`config.mk`:
```
export PLATFORM = sky130hd
export DESIGN_NAME = simd_decoder
export DESIGN_NICKNAME = d
export VERILOG_FILES = /design/src/rtl/simd_decoder.sv
export SDC_FILE = /design/constraint.sdc
export NUM_CORES = 1
export LEC_CHECK = 0
export CORE_MARGIN = 3
export CORE_UTILIZATION = 40
export CTS_BUF_LIST = sky130_fd_sc_hd__clkbuf_2
export DETAILED_ROUTE_END_ITERATION = 8
export PLACE_DENSITY = 0.82
export SETUP_SLACK_MARGIN = 0.2
export SLEW_MARGIN = 20
export SYNTH_ARGS = -nofsm -noshare
export SYNTH_HDL_FRONTEND = slang
export SYNTH_SLANG_ARGS = --single-unit
```
`constraint.sdc`:
```
create_clock -name clk_i -period 0.8 [get_ports clk_i]
set_clock_uncertainty 0.05 [all_clocks]
set_input_delay 0.12 -clock clk_i [delete_from_list [all_inputs] [get_ports clk_i]]
set_output_delay 0.12 -clock clk_i [all_outputs]
set_load 0.03 [all_outputs]
```
`src/rtl/simd_decoder.sv`:
```
// P-extension add/sub/cross/straight decode stage.
// Classifies OP-P words into SIMD op codes with one registered cycle.
module simd_decoder #(
    parameter int OP_W = 6
) (
    input  logic            clk_i,
    input  logic            rst_ni,
    input  logic            valid_i,
    input  logic            is_compressed_i,
    input  logic [31:0]     instr_i,
    input  logic            flush_i,
    output logic            valid_o,
    output logic            simd_o,
    output logic            illegal_o,
    output logic [OP_W-1:0] op_o,
    output logic [4:0]      rd_o,
    output logic [4:0]      rs1_o,
    output logic [4:0]      rs2_o
);

    localparam logic [6:0] OPC_P = 7'b1110111;

    logic [6:0]      w_opcode;
    logic [2:0]      w_funct3;
    logic [6:0]      w_funct7;
    logic [5:0]      w_code;
    logic            w_valid;
    logic            w_is_p;
    logic            w_simd;
    logic            w_illegal;

    logic            r_valid;
    logic            r_simd;
    logic            r_illegal;
    logic [OP_W-1:0] r_op;
    logic [4:0]      r_rd;
    logic [4:0]      r_rs1;
    logic [4:0]      r_rs2;

    assign w_opcode = instr_i[6:0];
    assign w_funct3 = instr_i[14:12];
    assign w_funct7 = instr_i[31:25];

    always_comb begin
        w_code = 6'd0;
        if (w_funct3 == 3'b000) begin
            case (w_funct7)
                7'b0100000: w_code = 6'd1;
                7'b0100001: w_code = 6'd2;
                7'b0100100: w_code = 6'd3;
                7'b0100101: w_code = 6'd4;
                7'b0000000: w_code = 6'd5;
                7'b0000001: w_code = 6'd6;
                7'b0000100: w_code = 6'd7;
                7'b0000101: w_code = 6'd8;
                7'b0010000: w_code = 6'd9;
                7'b0010001: w_code = 6'd10;
                7'b0010100: w_code = 6'd11;
                7'b0010101: w_code = 6'd12;
                7'b0001000: w_code = 6'd13;
                7'b0001001: w_code = 6'd14;
                7'b0001100: w_code = 6'd15;
                7'b0001101: w_code = 6'd16;
                7'b0011000: w_code = 6'd17;
                7'b0011001: w_code = 6'd18;
                7'b0011100: w_code = 6'd19;
                7'b0011101: w_code = 6'd20;
                7'b0100010: w_code = 6'd21;
                7'b0100011: w_code = 6'd22;
                7'b0000010: w_code = 6'd23;
                7'b0000011: w_code = 6'd24;
                7'b0010010: w_code = 6'd25;
                7'b0010011: w_code = 6'd26;
                7'b0001010: w_code = 6'd27;
                7'b0001011: w_code = 6'd28;
                7'b0011010: w_code = 6'd29;
                7'b0011011: w_code = 6'd30;
                default:    w_code = 6'd0;
            endcase
        end else if (w_funct3 == 3'b010) begin
            case (w_funct7)
                7'b1111010: w_code = 6'd31;
                7'b1111011: w_code = 6'd32;
                7'b1011010: w_code = 6'd33;
                7'b1011011: w_code = 6'd34;
                7'b1101010: w_code = 6'd35;
                7'b1101011: w_code = 6'd36;
                7'b1100010: w_code = 6'd37;
                7'b1100011: w_code = 6'd38;
                7'b1110010: w_code = 6'd39;
                7'b1110011: w_code = 6'd40;
                default:    w_code = 6'd0;
            endcase
        end
    end

    // Compressed expansions never map onto OP-P, so they are not flagged.
    assign w_valid   = valid_i & ~flush_i;
    assign w_is_p    = w_valid & (w_opcode == OPC_P) & ~is_compressed_i;
    assign w_simd    = w_is_p & (w_code != 6'd0);
    assign w_illegal = w_is_p & (w_code == 6'd0);

    always_ff @(posedge clk_i or negedge rst_ni) begin
        if (!rst_ni) begin
            r_valid   <= 1'b0;
            r_simd    <= 1'b0;
            r_illegal <= 1'b0;
            r_op      <= '0;
            r_rd      <= 5'd0;
            r_rs1     <= 5'd0;
            r_rs2     <= 5'd0;
        end else begin
            r_valid   <= w_valid;
            r_simd    <= w_simd;
            r_illegal <= w_illegal;
            r_op      <= w_simd ? OP_W'(w_code) : '0;
            r_rd      <= instr_i[11:7];
            r_rs1     <= instr_i[19:15];
            r_rs2     <= instr_i[24:20];
        end
    end

    assign valid_o   = r_valid;
    assign simd_o    = r_simd;
    assign illegal_o = r_illegal;
    assign op_o      = r_op;
    assign rd_o      = r_rd;
    assign rs1_o     = r_rs1;
    assign rs2_o     = r_rs2;

endmodule

```
After elaboration in Yosys (flattened, before gate mapping)
Memories as Yosys holds them, arrays and structs flattened.
Index checks and enable logic that the tools add are counted.
{ "op_classes": {"add_sub_neg": 0, "n_mul": 0, "n_div": 0, "order_cmp": 0, "n_eq_ne": 12, "n_shift": 0, "n_mux": 5, "n_bitwise": 7, "reduce_logical": 3} }
{ "op_table": {"columns": ["cell", "count"], "rows": [
  ["$eq 7x7->1 const B", 11],
  ["$pmux 6 s10", 1],
  ["$mux 6", 4],
  ["$logic_not 6->1", 1],
  ["$reduce_bool 6->1", 1],
  ["$and 1x1->1", 5],
  ["$eq 3x2->1 const B", 1],
  ["$logic_not 3->1", 1],
  ["$not 1->1", 2]
]} }
{ "word_totals": {"ff_bits": 24, "latch_bits": 0, "mem_bits_rw": 0, "rom_bits": 320, "input_bits": 37, "word_cells": 35, "mem_count": 1} }
{ "memory_table": {"columns": ["memory", "depth", "word_bits", "read_ports", "rd_clocked_by_memory_dff", "write_ports", "line", "text"], "rows": [
  ["(no name shown)", 64, 5, 1, 0, 0, "47", "case (w_funct7)"]
]} }

Depth between registers and ports, before layout
Gate-level depths: netlist (run 1).
{ "depth": {"depth_word": 7, "depth_mapped": 7, "depth_no_buf": 7} }

Worst setup path before layout (run 1)
Ideal clock, no wire load.
{ "synth_timing": {"kind": "input port to flip-flop", "startpoint": "input port instr_i[31]", "endpoint": "register r_illegal (netlist: illegal_o)", "setup_ps": 121, "t_arrival_ps": 1267, "required_ps": 629, "path_slack_ps": -638, "cell_stages": 5, "n_path_buf": 0, "cell_sequence": "or4_4 > a21oi_4 > a32oi_1 > and3_1 > and4b_1"} }
{ "synth_via": {"elab_chain_len": 6} }
{ "synth_lines": {"columns": ["element", "line", "text"], "rows": [
  ["start, declared", "10", "input logic [31:0] instr_i,"],
  ["$eq 7x7->1", "81", "case (w_funct7)"],
  ["$pmux 6 s10", "81", null],
  ["$mux 6", "80", "end else if (w_funct3 == 3'b010) begin"],
  ["$mux 6 *", "46", "if (w_funct3 == 3'b000) begin"],
  ["$logic_not 6->1 *", "101", "assign w_illegal = w_is_p & (w_code == 6'd0);"],
  ["$and 1x1->1 *", "101", null],
  ["named net w_illegal", "30", "logic w_illegal;"],
  ["end signal, assigned", "115", "r_illegal <= w_illegal;"],
  ["end, declared", "34", "logic r_illegal;"]
]} }
The timed path passes the listed nets; every way through them passes the cells marked *.

Final worst setup path (run 1)
{ "layout_timing": {"startpoint": "input port instr_i[26]", "endpoint": "register r_illegal (netlist: illegal_o)"} }
{ "layout_via": {"elab_chain_len": 6} }
{ "layout_lines": {"columns": ["element", "line"], "rows": [
  ["branches (longest 3 deep; another with $mem_v2 64x5)", null],
  ["$mux 6 *", "46"],
  ["$logic_not 6->1 *", "101"],
  ["$and 1x1->1 *", "101"],
  ["named net w_illegal", "30"]
]} }
Mark *: on every way through the listed nets, which the timed path passes.

==> summary.md, run 1 <==
| Metric | Value |
|---|---|
| Status | finished, violations left |
| Failing checks | negative hold slack, negative setup slack |
| Hold Path Class | input port to flop |
| Unrepaired setup endpoints after global routing | true |
| Reg clk slew, reported paths | 0.23 ns |
| Post-synth cell types | 39 |
| Total CTS buffers | 3 |
| Placed inst area | 1946 um2 |
| Crit start category | input port |
| Dpl cells | 218 |
| # IOs | 61 |
| Critical path required time | 1.06 ns |
| Global-route usage over all layers | 32.93% |
| WHS Endpoint | valid_o |
| Max clock buf depth | 2 |
| Seq/Total Area, Yosys | 52.34% |
| Cell row count | 18 |
| Vias/cell | 6.168 |
| Critical path class | input port to flop |
| Die X | 59.56 um |
| Synthesis Warnings | 0 |
| Pwr Density | 1108 nW/um2 |
| Avg Cell Area, Syn | 10.72 um2 |
| Switching Share | 31.81% |
| Starting Density | 44.30% |
| Area of the multi-input gates | 777.0 um2 |
| FF+latch area | 629.4 um2 |
| DR iter-0 viols | 84 |
| Power Total | 0.002649 W |
| Hold_ws | -0.06005 ns |
| CTS tree | built |
| Worst hold start | flush_i |
| IO buf count | 60 |
| Final Slew Violations | 0 |
| Met1 Use GR | 36.07% |
| Crit path DAT | 1.61 ns |
| Die area | 3547 um2 |
| Combinational share of power | 33.0% |
| Achievable clock frequency | 741.1 MHz |
| Largest net degree at the start of global routing | 25 |
| Part of the power in registers | 48.5% |
| Fin crit share | 168.7% |
| Detail Route Antenna Nets | 0 |
| Grt ovf | 0 |
| Diode count | 0 |
| Clock Power Share | 18.4% |
| NetSw | 0.0008427 W |
| First-pass DRT Iterations | 4 |
| Crit path max fanout | 5 |
| Final min period | 1.349 ns |
| Routing usage on met3 | 7.407% |
| Total of max-cap violations | 0 |
| Setup ws final | -0.5493 ns |
| CTS root buf | clkbuf_2 |
| Leakage | 1.018 nW |
| DRC viols | 0 |
| M2 GR Usage | 56.47% |
| Finished Layout Cells | 232 |
| Final WL | 6197 um |
| Worst-Margin Slew | 0.4183 ns |
| Worst hold stages | 3 |
| Layout area overhead | 108.4% |
| P_int | 0.001806 W |
| First-pass GRT wire length | 8259 um |
| Final instance area | 2391 um2 |
| Vias post-DR | 1,431 |
| Syn Nets | 149 |
| Grt peak-use layer | met2 |
| Number of synthesized register bits | 24 |
| Max VDD drop | 0.001296 V |
| Initial antenna violation count | 0 |
| Core box area | 2590 um2 |
| Crit path from | instr_i[26] |
| Share of cells above drive strength 1 | 66.83% |
| Vias in the first global route | 1,437 |
| Worst setup EP type | flop |
| Syn Inst Count | 107 |
| H-Tree Depth | 1 |
| Placer Congestion | 0.8576 |
| Cell Area, Synth | 1147 um2 |
| DP HPWL | 2903 um |
| Clock sinks | 24 |
| Setup violations, final | 32 |
| Die height | 59.56 um |
| Relative slew slack | 71.82% |
| Endpoints failing hold | 1 |
| Fin nets | 245 |
| Routed len/inst | 26.71 um |
| Fill cells | 93 |
[worst max-delay path: stages]
cell and delay (ns):
buf_2 0.13, buf_4 0.16, ha_2 0.22, o211ai_1 0.13, o211ai_1 0.19, a32oi_2 0.22, and3_4 0.25, and4b_1 0.19
[cell families (layout without fill, tap and decap cells)]
kind of cell,count (synthesis),after routing,synth area share (%)
flops,24,24,52.34
mux,1,1,0.8724
fa+ha+maj,5,5,5.453
buf+inv,9,104,3.489
compound gates,27,27,16.47
simple gates,41,41,21.38
[through the flow]
step	TNS (ns)	util [%]	hold WS (ns)	worst slack, ns
2_1_floorplan	-3.507	-	-0.2256	-0.6376
5_1_grt	-11.53	92.32	-0.07009	-0.5504
3_5_place_dp	-8.688	75.12	0.4367	-1.245
3_3_place_gp	-8.105	75.12	0.4388	-1.152
6_report	-10.68	92.32	-0.06005	-0.5493
4_1_cts	-9.635	87.54	-0.006409	-0.4943
[layout make-up]
type	count	share of cell area, %
repair buffers	97	38.36
multi-input cells	74	32.50
well taps	30	1.570
inverters	3	0.4710
clock inverters	1	0.1570
flip-flops and latches	24	26.32
clock buffers	3	0.6279
[cell usage in the layout (no fill, tap or decap), types with 2 or more instances in the layout]
| cell | instances |
|---|---|
| or2_4 | 2 |
| or4_4 | 2 |
| a21oi_1 | 3 |
| o21a_1 | 2 |
| o211ai_1 | 3 |
| nor4_4 | 2 |
| a31oi_4 | 2 |
| clkdlybuf4s50_1 | 16 |
| dlygate4sd2_1 | 8 |
| a21oi_4 | 2 |
| nor3_4 | 2 |
| clkbuf_2 | 6 |
| buf_2 | 5 |
| nand2_1 | 3 |
| o21ai_1 | 3 |
| nand4b_1 | 2 |
| a21boi_4 | 2 |
| buf_6 | 39 |
| nand3_1 | 3 |
| nor2b_4 | 2 |
| buf_4 | 25 |
| nor2_2 | 2 |
| nor2_1 | 7 |
| inv_2 | 2 |
| nand2b_1 | 4 |
| ha_4 | 3 |
| dfrtp_2 | 23 |
| o21ai_2 | 2 |
[synth_stat cells (all sizes together)]
cell type | number | area, um2
a211o | 1 | 8.760
a21bo | 1 | 10.01
a21boi | 2 | 15.02
a21oi | 6 | 41.29
a22oi | 1 | 7.510
a31oi | 2 | 12.51
a32oi | 1 | 8.760
and2 | 1 | 6.260
and3 | 1 | 6.260
and4b | 1 | 10.01
buf | 5 | 25.02
clkbuf | 1 | 3.750
dfrtp | 24 | 600.6
ha | 5 | 62.56
inv | 3 | 11.26
mux2i | 1 | 10.01
nand2 | 3 | 11.26
nand2b | 5 | 31.28
nand3 | 4 | 20.02
nand4 | 1 | 6.260
nand4b | 2 | 17.52
nand4bb | 1 | 11.26
nor2 | 9 | 33.78
nor2b | 2 | 15.02
nor3 | 3 | 15.01
nor4 | 3 | 18.77
o211ai | 3 | 22.52
o21a | 2 | 15.01
o21ai | 6 | 30.03
o221ai | 1 | 8.760
o32ai | 1 | 8.760
or2 | 2 | 12.52
or4 | 2 | 18.77
or4bb | 1 | 11.26
[registers in the layout (all words and copies together) (netlist names)]
register,count
op_o,6
rd_o,5
rs1_o,5
valid_o,1
rs2_o,5
simd_o,1
illegal_o,1
[what timing repair did]
action,in CTS,in global routing
gates resized for setup,112,34
endpoints found under the hold margin,1,1
buffers inserted,5,5
pin swaps,19,18
setup endpoints to repair,32,32
[power groups by stage]
stage | Combinational, W | Clock (W) | Sequential [W]
3_3_place_gp | 0.000623 | 0 | 0.00129
2_1_floorplan | 0.000147 | 0 | 0.00138
5_1_grt | 0.000904 | 0.000523 | 0.00129
6_report | 0.000875 | 0.000488 | 0.00129
3_5_place_dp | 0.000645 | 0 | 0.00130
4_1_cts | 0.000741 | 0.000452 | 0.00128
[worst max path at each step]
stage / cells past startpoint / slack (ns) / endpoint
floorplan: 5 / -0.64 / illegal_o
global placement: 8 / -1.15 / illegal_o
detailed placement: 8 / -1.24 / illegal_o
CTS: 6 / -0.49 / illegal_o
global route: 8 / -0.55 / illegal_o
finish: 8 / -0.55 / illegal_o
[routing by layer]
layer | wire [um] | share of wire [%]
met2 | 3002 | 48
met4 | 318 | 5.1
met1 | 2205 | 36
met5 | 0 | 0
met3 | 671 | 11
No activity file was read; power rests on OpenSTA's default activity.
==> inputs of run 2 (changes only) <==
==> constraint.sdc (replaced) <==
create_clock -name clk_i -period 0.8 [get_ports clk_i]
set_clock_uncertainty 0.05 [all_clocks]
set_input_delay 0.08 -clock clk_i [delete_from_list [all_inputs] [get_ports clk_i]]
set_output_delay 0.08 -clock clk_i [all_outputs]
set_load 0.03 [all_outputs]
==> summary.md, run 2 (same netlist as run 1, synthesis figures left out) <==
| Metric | Value |
|---|---|
| Hold Path Class | input port to flop (unchanged) |
| Power Total | 0.002525 W (was 0.002649 W) |
| Leakage | 0.9924 nW (was 1.018 nW) |
| Endpoints failing hold | 1 (unchanged) |
| Routed len/inst | 22.49 um (was 26.71 um) |
| Global-route usage over all layers | 26.38% (was 32.93%) |
| Die area | 3547 um2 (unchanged) |
| # IOs | 61 (unchanged) |
| Detail Route Antenna Nets | 0 (unchanged) |
| IO buf count | 60 (unchanged) |
| Crit start category | input port (unchanged) |
| Commonest non-fill, non-tap cell in the layout | buf_6 (unchanged) |
| Crit path DAT | 1.52 ns (was 1.61 ns) |
| CTS root buf | clkbuf_2 (unchanged) |
| DP HPWL | 2796 um (was 2903 um) |
| Die height | 59.56 um (unchanged) |
| Final Slew Violations | 0 (unchanged) |
| Vias in the first global route | 1,372 (was 1,437) |
| H-Tree Depth | 1 (unchanged) |
| Max clock buf depth | 2 (unchanged) |
| Routed wl met2 | 2613 um (was 3002 um) |
| Max Used Layer | met4 (unchanged) |
| Critical path required time | 1.00 ns (was 1.06 ns) |
| CP max stage cell | or4_4 (was and3_4) |
| Critical path class | input port to flop (unchanged) |
| DR iter-0 viols | 47 (was 84) |
| Worst Path Buf+Inv | 1 (was 2) |
| Final WL | 5128 um (was 6197 um) |
| Post-Route M1 WL | 1925 um (was 2205 um) |
| Most frequent cells in the layout | buf_6 (37), dfrtp_1 (24), buf_4 (24) (was buf_6 (39), buf_4 (25), dfrtp_2 (23)) |
| Pwr Density | 1110 nW/um2 (was 1108 nW/um2) |
| Area of the multi-input gates | 719.4 um2 (was 777.0 um2) |
| Failing checks | negative hold slack, negative setup slack (unchanged) |
| First-pass DRT Iterations | 5 (was 4) |
| Total of max-cap violations | 0 (unchanged) |
| Cell row count | 18 (unchanged) |
| CTS tree | built (unchanged) |
| Die X | 59.56 um (unchanged) |
| Fin nets | 242 (was 245) |
| CP max stage delay | 0.59 ns (was 0.25 ns) |
| Setup violations, final | 32 (unchanged) |
| Share of cells above drive strength 1 | 53.54% (was 66.83%) |
| Worst-Margin Slew | 0.3427 ns (was 0.4183 ns) |
| Diode count | 0 (unchanged) |
| Fin crit share | 165.2% (was 168.7%) |
| Max VDD drop | 0.001222 V (was 0.001296 V) |
| Vias/cell | 5.789 (was 6.168) |
| Largest register FFs | 6 (unchanged) |
| Starting Density | 44.30% (unchanged) |
| Unrepaired setup endpoints after global routing | true (unchanged) |
| Setup ws final | -0.5213 ns (was -0.5493 ns) |
| Crit path max fanout | 4 (was 5) |
| Reg clk slew, reported paths | 0.21 ns (was 0.23 ns) |
| FF+latch area | 600.6 um2 (was 629.4 um2) |
| Total CTS buffers | 3 (unchanged) |
| Crit-path leading delay family | simple AND/OR/NAND/NOR gates (was compound AO/OA/AOI/OAI gates) |
| Layout area overhead | 98.36% (was 108.4%) |
| Clock sinks | 24 (unchanged) |
| DRC viols | 0 (unchanged) |
| Crit-path cells | buf_6, or4_4, a21oi_4, a32oi_2, and3_4, and4b_1 (was buf_2, buf_4, ha_2, o211ai_1, o211ai_1, a32oi_2, and3_4, and4b_1) |
| Placer Congestion | 0.9146 (was 0.8576) |
| Status | finished, violations left (unchanged) |
| Hold_ws | -0.1984 ns (was -0.06005 ns) |
| Routed wl met3 | 444 um (was 671 um) |
| Achievable clock frequency | 756.8 MHz (was 741.1 MHz) |
| Core box area | 2590 um2 (unchanged) |
| Finished Layout Cells | 228 (was 232) |
| Initial antenna violation count | 0 (unchanged) |
| Fill cells | 115 (was 93) |
| Post-route setup TNS | -8.558 ns (was -10.68 ns) |
| Final instance area | 2276 um2 (was 2391 um2) |
| First-pass GRT wire length | 6741 um (was 8259 um) |
| Worst setup EP type | flop (unchanged) |
| Placed inst area | 1924 um2 (was 1946 um2) |
| Relative slew slack | 77.00% (was 71.82%) |
| Grt ovf | 0 (unchanged) |
| Vias post-DR | 1,320 (was 1,431) |
| Largest net degree at the start of global routing | 25 (unchanged) |
| Dpl cells | 219 (was 218) |
| Final min period | 1.321 ns (was 1.349 ns) |
run 2: cell types whose count changed in the layout (fill, tap and decap cells not counted), sizes merged:
cell / before / now
clkbuf: 6 / 8
dlygate4sd2: 8 / 5
clkdlybuf4s15: 0 / 3
buf: 70 / 65
clkinv: 1 / 0
run 2: final cells by class:
class,count,area share [%]
timing repair buffer,94,39.20
multi-input combinational,74,31.61
sequential,24,26.39
tap,30,1.649
clock buffer,3,0.6597
inverter,3,0.4948
run 2: routing by layer:
metal | vias to the layer above | GRT usage [%]
met5 | - | 0
met4 | 0 | 19.62
met3 | 16 | 5.447
met2 | 98 | 47.43
met1 | 636 | 26.27
li1 | 570 | -
run 2: final timing paths:
| path | from | endpoint | slack [ns] | cells past startpoint |
|---|---|---|---|---|
| setup / recovery | instr_i[31] | illegal_o | -0.52 | 6 |
| hold / removal | flush_i | valid_o | -0.20 | 2 |
| max in group asynchronous | rst_ni | rs1_o[1] | 0.51 | 2 |
| min in group asynchronous | rst_ni | rd_o[3] | 0.04 | 2 |
run 2: timing repair:
item | 4_1_cts | 5_1_grt
setup endpoints to repair | 32 | 32
setup buffers | 4 | 2
resized for setup | 101 | 32
pin swaps | 21 | 14
hold endpoints to repair | 1 | 1
run 2: per-stage QoR:
step	utilization, %	setup slack (ns)
final	87.87	-0.5213
after CTS	83.19	-0.4502
after global placement	74.30	-1.112
after floorplan	-	-0.5976
after detailed placement	74.30	-1.207
after global routing	87.87	-0.5874
run 2: power breakdown:
group          internal (W)  leakage, nW  total, W  switching, W
logic              0.000402        0.680  0.000794      0.000391
clock network      0.000102       0.0125  0.000453      0.000350
registers           0.00126        0.300   0.00128     0.0000233
total               0.00176        0.992   0.00253      0.000765
==> inputs of run 3 (changes only) <==
Settings changed: CORE_UTILIZATION 40 to 43, PLACE_DENSITY 0.82 to 0.87, RECOVER_POWER set to 50, SLEW_MARGIN 20 to unset.
Clock period 0.8 ns to 1.57 ns, I/O delays scaled along.
==> summary.md, run 3 (same netlist as run 1, synthesis figures left out) <==
| Metric | Value |
|---|---|
| Worst-Margin Slew | 0.3928 ns (was 0.3427 ns) |
| Largest net degree at the start of global routing | 25 (unchanged) |
| Achievable clock frequency | 685.9 MHz |
| Total CTS buffers | 3 (unchanged) |
| Vias post-DR | 1,345 (was 1,320) |
| CTS root buf | clkbuf_2 (unchanged) |
| FF+latch area | 600.6 um2 (unchanged) |
| Total of max-cap violations | 0 (unchanged) |
| Die area | 3324 um2 (was 3547 um2) |
| Worst setup EP type | flop (unchanged) |
| P_int | 0.0008655 W (was 0.001760 W) |
| Largest register FFs | 6 (unchanged) |
| Part of the power in registers | 51.0% (was 50.6%) |
| DR iter-0 viols | 54 (was 47) |
| H-Tree Depth | 1 (unchanged) |
| DP HPWL | 2907 um (was 2796 um) |
| Relative slew slack | 73.54% (was 77.00%) |
| Core box area | 2500 um2 (was 2590 um2) |
| IO buf count | 60 (unchanged) |
| Crit path from | instr_i[26] (was instr_i[31]) |
| Status | finished clean (was finished, violations left) |
| First-pass GRT wire length | 6762 um (was 6741 um) |
| Final Slew Violations | 0 (unchanged) |
| Die height | 57.66 um (was 59.56 um) |
| Critical path class | input port to flop (unchanged) |
| NetSw | 0.0003999 W (was 0.0007651 W) |
| Starting Density | 45.90% (was 44.30%) |
| Pwr Density | 600.9 nW/um2 (was 1110 nW/um2) |
| Cell row count | 18 (unchanged) |
| Global-route usage over all layers | 28.20% (was 26.38%) |
| Setup violations, final | 0 (was 32) |
| Diode count | 0 (unchanged) |
| Final min period | 1.458 ns |
| Fill cells | 130 (was 115) |
| Clock sinks | 24 (unchanged) |
| Max clock buf depth | 2 (unchanged) |
| Crit start category | input port (unchanged) |
| First-pass DRT Iterations | 4 (was 5) |
| DRC viols | 0 (unchanged) |
| Hold Buf Count CTS | 0 |
| Most frequent cells in the layout | buf_4 (29), dfrtp_1 (24), clkbuf_2 (22) (was buf_6 (37), dfrtp_1 (24), buf_4 (24)) |
| Switching Share | 31.60% (was 30.30%) |
| Vias/cell | 5.899 (was 5.789) |
| Commonest non-fill, non-tap cell in the layout | buf_4 (was buf_6) |
| Power Total | 0.001265 W (was 0.002525 W) |
| Final WL | 5044 um (was 5128 um) |
| Post-route setup TNS | 0 ns (was -8.558 ns) |
| Grt ovf | 0 (unchanged) |
| Combinational share of power | 28.8% (was 31.4%) |
| Share of cells above drive strength 1 | 41.41% (was 53.54%) |
| Die X | 57.66 um (was 59.56 um) |
| Critical path required time | 1.80 ns (was 1.00 ns) |
| Layout area overhead | 83.53% (was 98.36%) |
| Fin nets | 241 (was 242) |
| Detail Route Antenna Nets | 0 (unchanged) |
| Area of the multi-input gates | 673.1 um2 (was 719.4 um2) |
| Hold Path Class | input port to asynchronous set/reset pin (was input port to flop) |
| Fin crit share | 92.86% |
| Initial antenna violation count | 0 (unchanged) |
| Clock Power Share | 20.2% (was 17.9%) |
| Routed len/inst | 22.12 um (was 22.49 um) |
| Crit path max fanout | 6 (was 4) |
| # IOs | 61 (unchanged) |
| Crit path DAT | 1.69 ns (was 1.52 ns) |
| CTS tree | built (unchanged) |
| Reg clk slew, reported paths | 0.23 ns (was 0.21 ns) |
| Leakage | 0.9362 nW (was 0.9924 nW) |
| Max VDD drop | 0.0005947 V (was 0.001222 V) |
| Placer Congestion | 0.8848 (was 0.9146) |
| Hold_ws | 0.1312 ns (was -0.1984 ns) |
| Endpoints failing hold | 0 (was 1) |
| Unrepaired setup endpoints after global routing | true (unchanged) |
| Vias in the first global route | 1,345 (was 1,372) |
run 3: cell types whose count changed in the layout (fill, tap and decap cells not counted), moves of 4 or more:
cell	before	now
clkdlybuf4s50_1	16	8
buf_6	37	4
nor2_1	5	9
dlygate4sd3_1	0	16
clkbuf_2	8	22
buf_4	24	29
clkdlybuf4s15_1	2	9
run 3: per-stage QoR:
step	util, %	setup WS, ns	instances	cell area, um2
2_1_floorplan	-	0.09543	107	1147
3_3_place_gp	78.08	-0.4295	217	1952
3_5_place_dp	78.08	-0.5966	217	1952
4_1_cts	83.13	0.1605	226	2078
5_1_grt	84.23	0.1067	228	2106
6_report	84.23	0.1121	228	2106
run 3: metal layers:
layer,part of all wire (%),vias to the layer above,global-route usage (%)
met1,34,633,27.98
met3,8.6,35,7.795
met4,7.0,0,22.19
met2,51,106,49.03
li1,-,571,-
met5,0,-,0
run 3: final timing paths:
check                      cells past startpoint  slack (ns)         to
max in group asynchronous                      2        1.11   rs2_o[2]
max                                            7        0.11  illegal_o
min in group clk_i                             3        0.14    valid_o
min                                            2        0.13   rs2_o[0]
run 3: repair_timing:
action / 4_1_cts / 5_1_grt
resized for setup: 61 / 66
buffers inserted: 5 / 1
cloned: 0 / 1
pin swaps: 10 / 14
setup endpoints to repair: 32 / 29
run 3: final cells by class:
class	count	share of cell area [%]
Clock inverter	1	0.1783
Timing Repair Buffer	93	36.30
Sequential cell	24	28.52
Multi-Input combinational cell	74	31.97
Clock buffer	3	0.7130
Inverter	3	0.5348
Tap cell	30	1.783
run 3: worst max-delay path, cell delays in order:
cell	delay, ns
clkdlybuf4s15_2	0.23
buf_4	0.17
or4bb_1	0.50
o211ai_1	0.14
o21ai_1	0.12
and3_4	0.18
and4b_1	0.19
run 3: power by group through the flow:
stage / Sequential [W] / Combinational (W) / Clock, W
final: 0.000646 / 0.000364 / 0.000255
after global routing: 0.000648 / 0.000383 / 0.000272
after CTS: 0.000645 / 0.000335 / 0.000244
after detailed placement: 0.000657 / 0.000329 / 0
after global placement: 0.000656 / 0.000316 / 0
after floorplan: 0.000701 / 0.0000738 / 0
